`src/rtl/sram_ahb_slave_core_if.sv`:
```
// AHB-Lite bus bundle between the interconnect (master side) and the SRAM
// slave front end (slave side).
interface sram_ahb_slave_core_if;
    logic        HSEL;
    logic [31:0] HADDR;
    logic [1:0]  HTRANS;
    logic        HWRITE;
    logic [2:0]  HSIZE;
    logic [31:0] HWDATA;
    logic [31:0] HRDATA;
    logic        HREADYOUT;
    logic        HRESP;

    modport master (
        output HSEL, HADDR, HTRANS, HWRITE, HSIZE, HWDATA,
        input  HRDATA, HREADYOUT, HRESP
    );

    modport slave (
        input  HSEL, HADDR, HTRANS, HWRITE, HSIZE, HWDATA,
        output HRDATA, HREADYOUT, HRESP
    );
endinterface

```
`src/rtl/sram_ahb_slave_core.sv`:
```
// AHB-Lite front end for a 1-cycle synchronous SRAM: one SRAM action per cycle,
// a one-entry write buffer so reads never stall, and forwarding from that buffer.
module sram_ahb_slave_core #(
    parameter logic [31:0] BASE_ADDRESS = 32'h0,
    parameter logic [31:0] NUM_BYTES    = 32'd24
) (
    input  logic                        HCLK,
    input  logic                        HRESET,
    sram_ahb_slave_core_if.slave        ahb,
    output logic [31:0]                 addr,
    output logic [1:0]                  size,
    output logic [31:0]                 ram_wData,
    output logic                        wen,
    output logic                        ren,
    input  logic [31:0]                 rData,
    output logic [31:0]                 latched_addr,
    output logic [31:0]                 latched_data,
    output logic [1:0]                  latched_size,
    output logic                        latched_flag
);
    typedef enum logic [1:0] {ERR_NONE, ERR_FIRST, ERR_SECOND} err_state_t;
    err_state_t err_state, err_next;

    logic [31:0] a_addr;
    logic [1:0]  a_size;
    logic        a_write;
    logic        a_active;

    logic [31:0] offset;
    logic        in_range, selected, act_now, bad_now;
    logic        rd_addr_phase, wr_data_phase, rd_data_phase;
    logic        buf_load, buf_clear;
    logic [3:0]  lane_mask;
    logic [31:0] merged;
    logic        unused_hsize;

    assign unused_hsize = &{1'b0, ahb.HSIZE[2]};

    // Addresses below the base wrap to large offsets, so one compare covers both bounds.
    assign offset        = ahb.HADDR - BASE_ADDRESS;
    assign in_range      = offset < NUM_BYTES;
    assign selected      = ahb.HSEL && ahb.HTRANS[1] && !HRESET && (err_state != ERR_FIRST);
    assign act_now       = selected && in_range;
    assign bad_now       = selected && !in_range;
    assign rd_addr_phase = act_now && !ahb.HWRITE;
    assign wr_data_phase = a_active && a_write && !HRESET;
    assign rd_data_phase = a_active && !a_write && !HRESET;

    always_comb begin
        err_next      = err_state;
        ahb.HREADYOUT = 1'b1;
        ahb.HRESP     = 1'b0;
        case (err_state)
            ERR_NONE: begin
                if (bad_now) err_next = ERR_FIRST;
            end
            ERR_FIRST: begin
                err_next      = ERR_SECOND;
                ahb.HREADYOUT = 1'b0;
                ahb.HRESP     = 1'b1;
            end
            ERR_SECOND: begin
                ahb.HRESP = 1'b1;
                err_next  = bad_now ? ERR_FIRST : ERR_NONE;
            end
            default: err_next = ERR_NONE;
        endcase
    end

    // A read address phase always wins; a coincident write data phase is parked
    // in the buffer, which has always drained by then (a read precedes every load).
    always_comb begin
        wen       = 1'b0;
        ren       = 1'b0;
        addr      = '0;
        size      = '0;
        ram_wData = '0;
        buf_load  = 1'b0;
        buf_clear = 1'b0;
        if (rd_addr_phase) begin
            ren      = 1'b1;
            addr     = offset;
            size     = ahb.HSIZE[1:0];
            buf_load = wr_data_phase;
        end else if (wr_data_phase) begin
            wen = 1'b1;
            if (latched_flag) begin
                addr      = latched_addr - BASE_ADDRESS;
                size      = latched_size;
                ram_wData = latched_data;
                buf_load  = 1'b1;
            end else begin
                addr      = a_addr - BASE_ADDRESS;
                size      = a_size;
                ram_wData = ahb.HWDATA;
            end
        end else if (latched_flag && !HRESET) begin
            wen       = 1'b1;
            addr      = latched_addr - BASE_ADDRESS;
            size      = latched_size;
            ram_wData = latched_data;
            buf_clear = 1'b1;
        end
    end

    always_comb begin
        case (latched_size)
            2'd0:    lane_mask = 4'b0001 << latched_addr[1:0];
            2'd1:    lane_mask = latched_addr[1] ? 4'b1100 : 4'b0011;
            default: lane_mask = 4'b1111;
        endcase
        merged = rData;
        if (latched_flag && (latched_addr[31:2] == a_addr[31:2])) begin
            for (int unsigned i = 0; i < 4; i++) begin
                if (lane_mask[i]) merged[8*i +: 8] = latched_data[8*i +: 8];
            end
        end
        ahb.HRDATA = rd_data_phase ? merged : '0;
    end

    always_ff @(posedge HCLK) begin
        if (HRESET) begin
            err_state    <= ERR_NONE;
            a_addr       <= '0;
            a_size       <= '0;
            a_write      <= 1'b0;
            a_active     <= 1'b0;
            latched_addr <= '0;
            latched_data <= '0;
            latched_size <= '0;
            latched_flag <= 1'b0;
        end else begin
            err_state <= err_next;
            a_addr    <= ahb.HADDR;
            a_size    <= ahb.HSIZE[1:0];
            a_write   <= ahb.HWRITE;
            a_active  <= act_now;
            if (buf_load) begin
                latched_addr <= a_addr;
                latched_data <= ahb.HWDATA;
                latched_size <= a_size;
                latched_flag <= 1'b1;
            end else if (buf_clear) begin
                latched_flag <= 1'b0;
            end
        end
    end
endmodule

```
`src/flat_wrapper.sv`:
```
// flat-port wrapper written by rule: the top's interface ports become plain ports
module sram_ahb_slave_core_flat 
#(
    parameter logic [31:0] BASE_ADDRESS = 32'h0,
    parameter logic [31:0] NUM_BYTES    = 32'd24
)
  (HCLK, HRESET, addr, size, ram_wData, wen, ren, rData, latched_addr, latched_data, latched_size, latched_flag, ahb_HSEL, ahb_HADDR, ahb_HTRANS, ahb_HWRITE, ahb_HSIZE, ahb_HWDATA, ahb_HRDATA, ahb_HREADYOUT, ahb_HRESP);
  sram_ahb_slave_core_if ahb_i ();
  input  logic HCLK;
  input  logic HRESET;
  output logic [31:0] addr;
  output logic [1:0] size;
  output logic [31:0] ram_wData;
  output logic wen;
  output logic ren;
  input  logic [31:0] rData;
  output logic [31:0] latched_addr;
  output logic [31:0] latched_data;
  output logic [1:0] latched_size;
  output logic latched_flag;
  input wire logic [$bits(ahb_i.HSEL)-1:0] ahb_HSEL;
  input wire logic [$bits(ahb_i.HADDR)-1:0] ahb_HADDR;
  input wire logic [$bits(ahb_i.HTRANS)-1:0] ahb_HTRANS;
  input wire logic [$bits(ahb_i.HWRITE)-1:0] ahb_HWRITE;
  input wire logic [$bits(ahb_i.HSIZE)-1:0] ahb_HSIZE;
  input wire logic [$bits(ahb_i.HWDATA)-1:0] ahb_HWDATA;
  output wire logic [$bits(ahb_i.HRDATA)-1:0] ahb_HRDATA;
  output wire logic [$bits(ahb_i.HREADYOUT)-1:0] ahb_HREADYOUT;
  output wire logic [$bits(ahb_i.HRESP)-1:0] ahb_HRESP;
  assign ahb_i.HSEL = ahb_HSEL;
  assign ahb_i.HADDR = ahb_HADDR;
  assign ahb_i.HTRANS = ahb_HTRANS;
  assign ahb_i.HWRITE = ahb_HWRITE;
  assign ahb_i.HSIZE = ahb_HSIZE;
  assign ahb_i.HWDATA = ahb_HWDATA;
  assign ahb_HRDATA = ahb_i.HRDATA;
  assign ahb_HREADYOUT = ahb_i.HREADYOUT;
  assign ahb_HRESP = ahb_i.HRESP;
  sram_ahb_slave_core #(.BASE_ADDRESS(BASE_ADDRESS), .NUM_BYTES(NUM_BYTES)) u_core (.HCLK(HCLK), .HRESET(HRESET), .ahb(ahb_i), .addr(addr), .size(size), .ram_wData(ram_wData), .wen(wen), .ren(ren), .rData(rData), .latched_addr(latched_addr), .latched_data(latched_data), .latched_size(latched_size), .latched_flag(latched_flag));
endmodule
```
`config.mk`:
```
export PLATFORM = sky130hd
export DESIGN_NAME = sram_ahb_slave_core_flat
export DESIGN_NICKNAME = d
export VERILOG_FILES = /design/src/rtl/sram_ahb_slave_core_if.sv /design/src/rtl/sram_ahb_slave_core.sv /design/src/flat_wrapper.sv
export SDC_FILE = /design/constraint.sdc
export NUM_CORES = 1
export LEC_CHECK = 0
export ABC_AREA = 1
export BUFFER_PORTS_ARGS = -buffer_cell sky130_fd_sc_hd__buf_4
export CAP_MARGIN = 30
export CELL_PAD_IN_SITES_DETAIL_PLACEMENT = 0
export CELL_PAD_IN_SITES_GLOBAL_PLACEMENT = 1
export CORE_MARGIN = 1.5
export CORE_UTILIZATION = 35
export DETAILED_ROUTE_END_ITERATION = 16
export HOLD_SLACK_MARGIN = 0.03
export PLACE_DENSITY_LB_ADDON = 0.1
export SYNTH_ARGS = -nofsm -noshare
export SYNTH_HDL_FRONTEND = slang
export SYNTH_SLANG_ARGS = --single-unit
export TNS_END_PERCENT = 1
```
`constraint.sdc`:
```
create_clock -name HCLK -period 5.6 [get_ports HCLK]
set_clock_uncertainty 0.2 [all_clocks]
set_input_delay 0.84 -clock HCLK [delete_from_list [all_inputs] [get_ports HCLK]]
set_output_delay 0.84 -clock HCLK [all_outputs]
set_load 0.005 [all_outputs]
```
After elaboration in Yosys (flattened, before gate mapping)
Index checks and enable logic that the tools add are counted.
Word-level totals
  memory bits (read-only): 0
  bits of input ports: 105
  bits in latches: 0
  register bits: 105
  memory bits (writable): 0
  memories: 0
  logic and storage cells: 73
  output and inout bits: 169
Cells by class
  reduce and logical (&&, ||, !) cells: 20
  shifts and indexed selects: 1
  bitwise operators: 0
  divide/modulo/power cells: 0
  mux-type cells: 36
  $mul: 0
  $lt $le $gt $ge: 1
  add/subtract/negate cells: 0
  equal/unequal tests: 6
Operators with widths (number)
  32-bit 2-to-1 mux: 10
  32-bit by 5-bit < comparator with 1-bit output, second input constant: 1
  8-bit 2-to-1 mux: 4
  30-bit == test: 1
  1-bit 2-to-1 mux: 14
  1-bit logical AND: 12
  2-bit 2-to-1 mux: 5
  4-bit one-hot mux with 2 select lines: 1
  2-bit one-hot mux with 3 select lines: 1
  2-bit by 1-bit == test with 1-bit output, second input constant: 2
  1-bit zero test: 4
  2-bit zero test: 2
  4-bit 2-to-1 mux: 1
  2-bit by 1-bit inequality test with 1-bit output, second input constant: 2
  1-bit by 2-bit << shifter with 4-bit output, first input constant: 1
  2-bit == test, second input constant: 1
  2-bit nonzero test: 1
  2-bit OR reduction: 1

Longest topological paths before layout
Gate-level depths: netlist of run 1.
  depth in word-level cells: 8
  depth in mapped cells: 13
  mapped depth without buffers: 12

Worst setup path after synthesis of run 1
OpenSTA, ideal clock, no wires.
  path type: input port to output port
  start point: input ahb_HADDR[28]
  end point: output addr[10]
  arrival time: 1.902 ns
  path slack: 2.658 ns
  stages: 12
  data required time: 4.560 ns
  path through: inv_1 -> nand2_1 -> nor2_1 -> nand2_1 -> nor2_1 -> inv_2 -> nor2_4 -> nand3_4 -> buf_2 -> buf_2 -> nand2_1 -> inv_1
On the way
  word-level cells in the longest chain between the ends: 4
Ends and longest elaborated chain
  from (decl): line flat_wrapper.sv:22  | input wire logic [$bits(ahb_i.HADDR)-1:0] ahb_HADDR;
  32-bit by 5-bit < comparator with 1-bit output: line sram_ahb_slave_core.sv:41  | assign in_range = offset < NUM_BYTES;
  1-bit logical AND: line sram_ahb_slave_core.sv:43  | assign act_now = selected && in_range;
  1-bit logical AND: line sram_ahb_slave_core.sv:45  | assign rd_addr_phase = act_now && !ahb.HWRITE;
  32-bit 2-to-1 mux: line sram_ahb_slave_core.sv:80  | if (rd_addr_phase) begin
  to (decl): line flat_wrapper.sv:11  | output logic [31:0] addr;
Every way passes these cells.

Final worst setup path of run 1
  start point: input HRESET
  end point: output addr[4]
On the way
  word-level cells in the longest chain between the ends: 6
  elaborated cells on any way between the ends: 10
  those cells by class: 3 x mux; 7 x reduce/logical
Ends and longest elaborated chain
  from (decl): line flat_wrapper.sv:10  | input logic HRESET;
  1-bit zero test *: line sram_ahb_slave_core.sv:42, sram_ahb_slave_core.sv:46, sram_ahb_slave_core.sv:97
  1-bit logical AND (2 in a row): line sram_ahb_slave_core.sv:42  | assign selected = ahb.HSEL && ahb.HTRANS[1] && !HRESET && (err_state != ERR_FIRST);
  1-bit logical AND: line sram_ahb_slave_core.sv:43
  1-bit logical AND: line sram_ahb_slave_core.sv:45
  32-bit 2-to-1 mux *: line sram_ahb_slave_core.sv:80
Every way passes the cells marked *; elsewhere a longest branch is shown, timed or not.

==> results of run 1 <==
[metrics by stage]
stage | setup WS (ps) | util
after global routing | 1220 | 0.484
after floorplan | 2660 | -
after CTS | 1390 | 0.484
final | 1380 | 0.484
after detailed placement | 1410 | 0.469
after global placement | 1410 | 0.469
[layer usage]
layer,global-route usage,up-vias,routed length (um)
met3,0.0352,27,1920
met2,0.404,275,11900
met1,0.319,3589,11500
met4,0.0819,0,513
met5,0,-,0
li1,-,4159,-
[worst max-delay path, cell delays in order]
cell and delay [ps]:
buf_4 450, inv_1 150, nand3_1 140, clkinv_2 330
buf_4 490, nand3_1 170, o21ai_0 100, nand2_1 100
o21ai_0 110, buf_4 170
[registers in the layout, indices dropped and copies added, names as in the netlist, 2 cells and up]
name / count
u_core.latched_addr: 32
u_core.err_state: 2
u_core.latched_data: 32
u_core.latched_size: 2
u_core.a_addr: 32
u_core.a_size: 2
[layout make-up]
type	count	share of cell area
sequential	105	0.222
timing repair buffer	290	0.231
clock inverter	6	0.00607
clock buffer	10	0.0252
tap	265	0.0349
inverter	264	0.105
multi-input combinational	777	0.377
[cell usage after synthesis]
| master | number | area (um2) |
|---|---|---|
| nor3_1 | 1 | 5.00 |
| nor3b_1 | 1 | 7.51 |
| buf_1 | 3 | 11.3 |
| clkinv_1 | 1 | 3.75 |
| nand3b_1 | 1 | 7.51 |
| nand4_2 | 1 | 12.5 |
| clkbuf_1 | 36 | 135 |
| nor2_4 | 3 | 33.8 |
| inv_2 | 7 | 26.3 |
| o22ai_1 | 23 | 144 |
| nand3_4 | 1 | 17.5 |
| inv_1 | 256 | 961 |
| nand2_2 | 2 | 12.5 |
| nor2_1 | 157 | 589 |
| xnor2_1 | 6 | 52.6 |
| ha_1 | 4 | 50.1 |
| buf_6 | 8 | 90.1 |
| o21ai_1 | 4 | 20.0 |
| buf_2 | 27 | 135 |
| nand3_2 | 14 | 140 |
| nand2_1 | 298 | 1120 |
| xor2_1 | 1 | 8.76 |
| o21ai_0 | 51 | 255 |
| buf_4 | 2 | 15.0 |
| dfxtp_1 | 105 | 2100 |
| a21oi_1 | 2 | 10.0 |
| nand4_1 | 34 | 213 |
| nand3_1 | 173 | 866 |
[how the worst max path moves through the flow]
stage	from	endpoint	depth (start not counted)
floorplan	ahb_HADDR[28]	addr[10]	12
global placement	ahb_HADDR[28]	size[1]	13
detailed placement	ahb_HADDR[28]	size[1]	13
CTS	ahb_HADDR[28]	size[1]	13
global route	HRESET	size[0]	10
finish	HRESET	addr[4]	10
[report_power, final]
part | switching (W) | internal, W
Combinational | 0.0000690 | 0.0000699
Clock | 0.000299 | 0.000357
Sequential | 0.0000108 | 0.000760
[kinds of logic (layout without fill, tap and decap cells)]
logic type / count (synthesis) / after routing / share of synthesized area
AO/OA/AOI/OAI: 80 / 80 / 0.0609
XOR/XNOR: 7 / 7 / 0.00871
adder cells (fa/ha/maj): 4 / 4 / 0.00711
buffers and inverters: 340 / 570 / 0.196
flip-flops: 105 / 105 / 0.298
AND/OR/NAND/NOR: 686 / 686 / 0.429
==> run metrics, run 1 <==
Placed Cells=1,701; HP Class=flop to flop; worst hold start=u_core.a_addr[1]; area grow syn2layout=34.7%; vias in the first global route=7,356; share of cells above drive strength 1=0.233; 1st-iter DRT viols=402; Hold Path Depth=2; CP max FO=76; Skew-Pair Late Insertion Delay=350 ps; # Post-CTS Setup Buffers=0; commonest non-fill, non-tap cell in the layout=nand2_1; Final Power=0.00157 W; worst setup path class=primary input to primary output; Leak=5.29 nW; Peak VDD IR=0.148 mV; # rows=51; Residual DRC=0; dpl cell area=0.00919 mm2; most frequent cells in the layout=298 x nand2_1, 289 x buf_4, 253 x inv_1; Hold Crit Endpoint=u_core.latched_addr[1]; Arrival @ worst endpoint=3180 ps; Period minus WS final=4220 ps; FF-to-FF End=u_core.latched_addr[7]; Post-DP HPWL=18,000 um; Final GP Congestion=0.806; die area=0.0210 mm2; WP data required=4560 ps; initial cell density of the core=0.360; final setup vio count=0; fillers=2,148; total of max-cap violations=0; status=complete, no violations; first-pass GRT wire length=39,200 um; syn nets=1,331; H-tree levels=3; Cell Area, Synth=0.00704 mm2; Reg-to-Reg Start=u_core.err_state[1]; # hold bufs at CTS=0; worst slew pin tran=901 ps; largest net degree at the start of global routing=77; relative max-transition margin=0.398; core area=0.0196 mm2; Critical Path End Type=primary output; Clock Sinks=105; PwrDens=165 mW/mm2; Clock Root Buffer=clkbuf_16; Finished Layout Cells=1,717; post-route cell area=0.00949 mm2; setup tns final=0 ps; Antenna Nets Post-Route=0; Reg2Reg Depth=10; routed len/inst=15.1 um; Num CTS Buffers=9; boundary pin count=274; Resize count post-CTS=0; number of detailed-route iterations in the first pass=4; gr usage total=0.242; Slew Viols, Final=0; routed vias/inst=4.69; Yosys warning count=0; WHS=271 ps; GR Overflow Total=0; Final nets=1,556; CTS tree=done; Clock Path Buffers=2; diode count=0; multi-input logic area=0.00358 mm2; Reg clk slew, reported paths=70 ps; Final period util=0.753; register area share after synthesis=0.298; Mean Syn Cell Area=5.76 um2; maximum clock frequency=237 MHz; synth unique cells=28; Critical Path Start Type=primary input; register area=0.00210 mm2; number of buffers added on ports=271; die span in x=145 um; Hold Fails Final Rpt=0; FF+latch count, synth=105; Syn Inst Count=1,222; Die Y=145 um; Reg2Reg Setup Slack=2690 ps; Vias=8,050; final wirelength=25,800 um; initial antenna violation count=0; RSZ-0062 raised after global routing=false
No activity file was read; power rests on OpenSTA's default activity.
==> run 2, diff against run 1 <==
--- a/config.mk
+++ b/config.mk
@@ -11,7 +11,7 @@
 export CELL_PAD_IN_SITES_DETAIL_PLACEMENT = 0
 export CELL_PAD_IN_SITES_GLOBAL_PLACEMENT = 1
 export CORE_MARGIN = 1.5
-export CORE_UTILIZATION = 35
+export CORE_UTILIZATION = 32
 export DETAILED_ROUTE_END_ITERATION = 16
 export HOLD_SLACK_MARGIN = 0.03
 export PLACE_DENSITY_LB_ADDON = 0.1
==> constraint.sdc (replaced) <==
create_clock -name HCLK -period 4.1 [get_ports HCLK]
set_clock_uncertainty 0.2 [all_clocks]
set_input_delay 0.615 -clock HCLK [delete_from_list [all_inputs] [get_ports HCLK]]
set_output_delay 0.615 -clock HCLK [all_outputs]
set_load 0.005 [all_outputs]
==> run metrics, run 2 (synthesis gave the netlist of run 1 again) <==
Period minus WS final=3350 ps; vias in the first global route=7,307; clock share of power=0.432; initial antenna violation count=0; commonest non-fill, non-tap cell in the layout=nand2_1; Final GP Congestion=0.777; final wirelength=26,100 um; number of detailed-route iterations in the first pass=5; Logic pwr share=0.087; die span in x=151 um; die area=0.0229 mm2; initial cell density of the core=0.325; largest net degree at the start of global routing=83; Critical Path End Type=primary output; HP Class=primary input to flop; FF-to-FF End=u_core.latched_addr[11]; GR Overflow Total=0; Reg clk slew, reported paths=70 ps; H-tree levels=3; CP max FO=53; Antenna Nets Post-Route=0; # rows=54; WP data required=3280 ps; first-pass GRT wire length=39,200 um; routed len/inst=15.1 um; Skew-Pair Late Insertion Delay=350 ps; routed vias/inst=4.63; gr usage total=0.222; Post-DP HPWL=18,100 um; Die Y=151 um; Seq pwr share=0.481; WHS=273 ps; largest registers=u_core.a_addr: 32 flops, u_core.latched_addr: 32 flops, u_core.latched_data: 32 flops; Final nets=1,557; Finished Layout Cells=1,733; CTS tree=done; Reg-to-Reg Start=u_core.err_state[1]; final setup vio count=0; Slew Viols, Final=0; Sw Share=0.238; # Post-CTS Setup Buffers=0; relative max-transition margin=0.358; maximum clock frequency=298 MHz; Num CTS Buffers=9; worst setup path class=primary input to primary output; total of max-cap violations=0; diode count=0; Arrival @ worst endpoint=2540 ps; Residual DRC=0; crit path from=ahb_HADDR[28]; PwrDens=229 mW/mm2; worst slew pin tran=963 ps; Vias=8,019; Hold Fails Final Rpt=0; crit path to=size[1]; Core Util, Final=0.441; Clock Root Buffer=clkbuf_16; Clock Path Buffers=2; Critical Path Start Type=primary input; boundary pin count=274; Reg2Reg Setup Slack=1190 ps; Peak VDD IR=0.177 mV; Switching Power=0.000521 W; Final period util=0.818; 1st-iter DRT viols=380; Hold Path Depth=3; # hold bufs at CTS=0; setup tns final=0 ps; Leak=5.32 nW; fillers=2,390; number of buffers added on ports=271; share of cells above drive strength 1=0.233; internal power=0.00167 W; Reg2Reg Depth=11; RSZ-0062 raised after global routing=false; area grow syn2layout=35.9%; Clock Sinks=105; status=complete, no violations; Final Power=0.00219 W; core area=0.0217 mm2; Resize count post-CTS=0; most frequent cells in the layout=298 x nand2_1, 287 x buf_4, 253 x inv_1; Placed Cells=1,717
[run 2: worst min path at each step]
stage                startpoint                     end  slack (ps)
3_3_place_gp   u_core.a_addr[1]  u_core.latched_addr[1]         260
3_5_place_dp   u_core.a_size[0]  u_core.latched_size[0]         260
6_report           ahb_HADDR[9]        u_core.a_addr[9]         270
4_1_cts           ahb_HADDR[11]       u_core.a_addr[11]         270
2_1_floorplan  u_core.a_addr[0]  u_core.latched_addr[0]         250
5_1_grt           ahb_HADDR[23]       u_core.a_addr[23]         270
[run 2: layout make-up]
cell class                 count  area [um2]  area share
multi-input combinational    777        3580       0.374
timing repair buffer         291        2230       0.233
sequential                   105        2100       0.220
inverter                     264         993       0.104
tap                          280         350      0.0366
clock buffer                  10         229      0.0239
clock inverter                 6        82.6     0.00863
[run 2: power by group through the flow]
stage | clock (W) | combinational [W] | sequential [W]
floorplan | 0 | 0.0000852 | 0.00107
global placement | 0 | 0.000192 | 0.00108
detailed placement | 0 | 0.000193 | 0.00108
CTS | 0.000967 | 0.000194 | 0.00105
global route | 0.00101 | 0.000214 | 0.00106
finish | 0.000945 | 0.000191 | 0.00105
[run 2: metal layers]
| layer | share of wire | track usage | wire length [um] |
|---|---|---|---|
| met5 | 0 | 0 | 0 |
| met4 | 0.023 | 0.0723 | 595 |
| met3 | 0.068 | 0.0334 | 1770 |
| met2 | 0.47 | 0.371 | 12200 |
| met1 | 0.44 | 0.291 | 11600 |
[run 2: worst max-delay path, cell delays in order]
cell and delay (ps):
buf_4 110, inv_1 60, nand2_1 50, nor2_1 160
nand2_1 70, nor2_1 260, inv_2 80, nor2_4 150
nand3_4 300, buf_12 330, o21ai_0 200, buf_4 150
[run 2: metrics by stage]
step	area, um2	setup slack (ps)
after detailed placement	9260	657
after floorplan	7040	1610
after CTS	9570	662
final	9570	746
after global routing	9570	512
after global placement	9260	690
==> run 3, diff against run 2 <==
==> constraint.sdc (replaced) <==
create_clock -name HCLK -period 3.5 [get_ports HCLK]
set_clock_uncertainty 0.2 [all_clocks]
set_input_delay 0.525 -clock HCLK [delete_from_list [all_inputs] [get_ports HCLK]]
set_output_delay 0.525 -clock HCLK [all_outputs]
set_load 0.005 [all_outputs]
==> run metrics, run 3 (synthesis gave the netlist of run 1 again) <==
layer with the highest usage=met2; most frequent cells in the layout=298 x nand2_1, 296 x buf_4, 253 x inv_1; Critical Path End Type=primary output; Final nets=1,566; die span in x=151 um; total of max-cap violations=0; Peak VDD IR=0.228 mV; dpl cell area=0.00933 mm2; status=complete, no violations; commonest non-fill, non-tap cell in the layout=nand2_1; HP Class=primary input to flop; Clock Root Buffer=clkbuf_16; Leak=5.35 nW; diode count=0; vias in the first global route=7,234; Clock Path Buffers=2; routing usage on met2=0.376; Sw Share=0.238; CP max FO=15; number of detailed-route iterations in the first pass=5; Period minus WS final=3090 ps; CTS tree=done; Global Route met3 Usage=0.0364; Final period util=0.881; worst setup path class=flop to primary output; PwrDens=266 mW/mm2; H-tree levels=3; Slew Viols, Final=0; core area=0.0217 mm2; Antenna Nets Post-Route=0; 1st-iter DRT viols=403; RSZ-0062 raised after global routing=false; grt met1 use=0.288; final wirelength=26,100 um; Arrival @ worst endpoint=2360 ps; Skew-Pair Late Insertion Delay=350 ps; maximum clock frequency=324 MHz; worst slew pin tran=787 ps; Switching Power=0.000611 W; clock share of power=0.432; Resize count post-CTS=0; share of cells above drive strength 1=0.237; initial cell density of the core=0.325; Hold Fails Final Rpt=0; WHS=176 ps; largest net degree at the start of global routing=66; Core Util, Final=0.445; WP data required=2770 ps; area grow syn2layout=36.9%; relative max-transition margin=0.475; Num CTS Buffers=9; die area=0.0229 mm2; Critical Path Start Type=flop; # Post-CTS Setup Buffers=0; gr usage total=0.222; initial antenna violation count=0; Post-DP HPWL=18,600 um; boundary pin count=274; # hold bufs at CTS=0; routed len/inst=15.0 um; setup tns final=0 ps; number of buffers added on ports=271; Die Y=151 um; Seq pwr share=0.481; Clock Sinks=105; largest registers=u_core.a_addr: 32 flops, u_core.latched_addr: 32 flops, u_core.latched_data: 32 flops; Final Power=0.00257 W; Logic pwr share=0.088; first-pass GRT wire length=39,200 um; Final GP Congestion=0.807; # rows=54; routed vias/inst=4.58; GR Overflow Total=0; post-route cell area=0.00964 mm2; Reg clk slew, reported paths=80 ps; internal power=0.00195 W; final setup vio count=0; Vias=7,971; Residual DRC=0
-- run 3: changes by cell type in the layout (fill, tap and decap cells not counted) --
cell and change:
clkinv_2 -2, clkinv_4 +1, buf_4 +9
-- run 3: final cells by class --
cell class                      instances  area, um2
Timing Repair Buffer                  300       2300
Clock buffer                           10        229
Clock inverter                          5       81.3
Tap cell                              280        350
Fill cell                            2415      12000
Sequential cell                       105       2100
Multi-Input combinational cell        777       3580
Inverter                              264        993
-- run 3: routing by layer --
layer / vias up / wire length [um]
li1: 4186 / -
met1: 3516 / 11500
met2: 244 / 12400
met3: 25 / 1760
met4: 0 / 501
met5: - / 0
-- run 3: path summary, 6_finish.rpt --
kind,startpoint,end,slack [ps],cells past startpoint
worst max-delay path,u_core.latched_addr[8],ahb_HRDATA[11],410,12
worst min-delay path,ahb_HADDR[19],u_core.a_addr[19],180,3
worst max register to register,u_core.err_state[1],u_core.latched_data[18],960,11
worst min register to register,u_core.a_addr[0],u_core.latched_addr[0],270,2
-- run 3: worst max-delay path: stages, from the launching register on --
cell and delay (ps):
dfxtp_1 330, inv_1 90, nand2_1 50, nand2_1 70
nand2_1 100, nor2_1 120, nand2_1 90, nor2_4 440
nand3_2 280, nand2_1 110, inv_1 40, nor2_1 140
buf_4 130
-- run 3: power groups by stage --
stage	combinational, W	sequential, W	clock, W
2_1_floorplan	0.0000999	0.00126	0
3_3_place_gp	0.000226	0.00126	0
3_5_place_dp	0.000226	0.00126	0
4_1_cts	0.000227	0.00123	0.00114
5_1_grt	0.000252	0.00124	0.00118
6_report	0.000225	0.00123	0.00111
-- run 3: stage by stage --
step / setup slack (ps) / instances
2_1_floorplan: 1190 / 1222
3_3_place_gp: 571 / 1726
3_5_place_dp: 548 / 1726
4_1_cts: 338 / 1741
5_1_grt: 157 / 1741
6_report: 415 / 1741
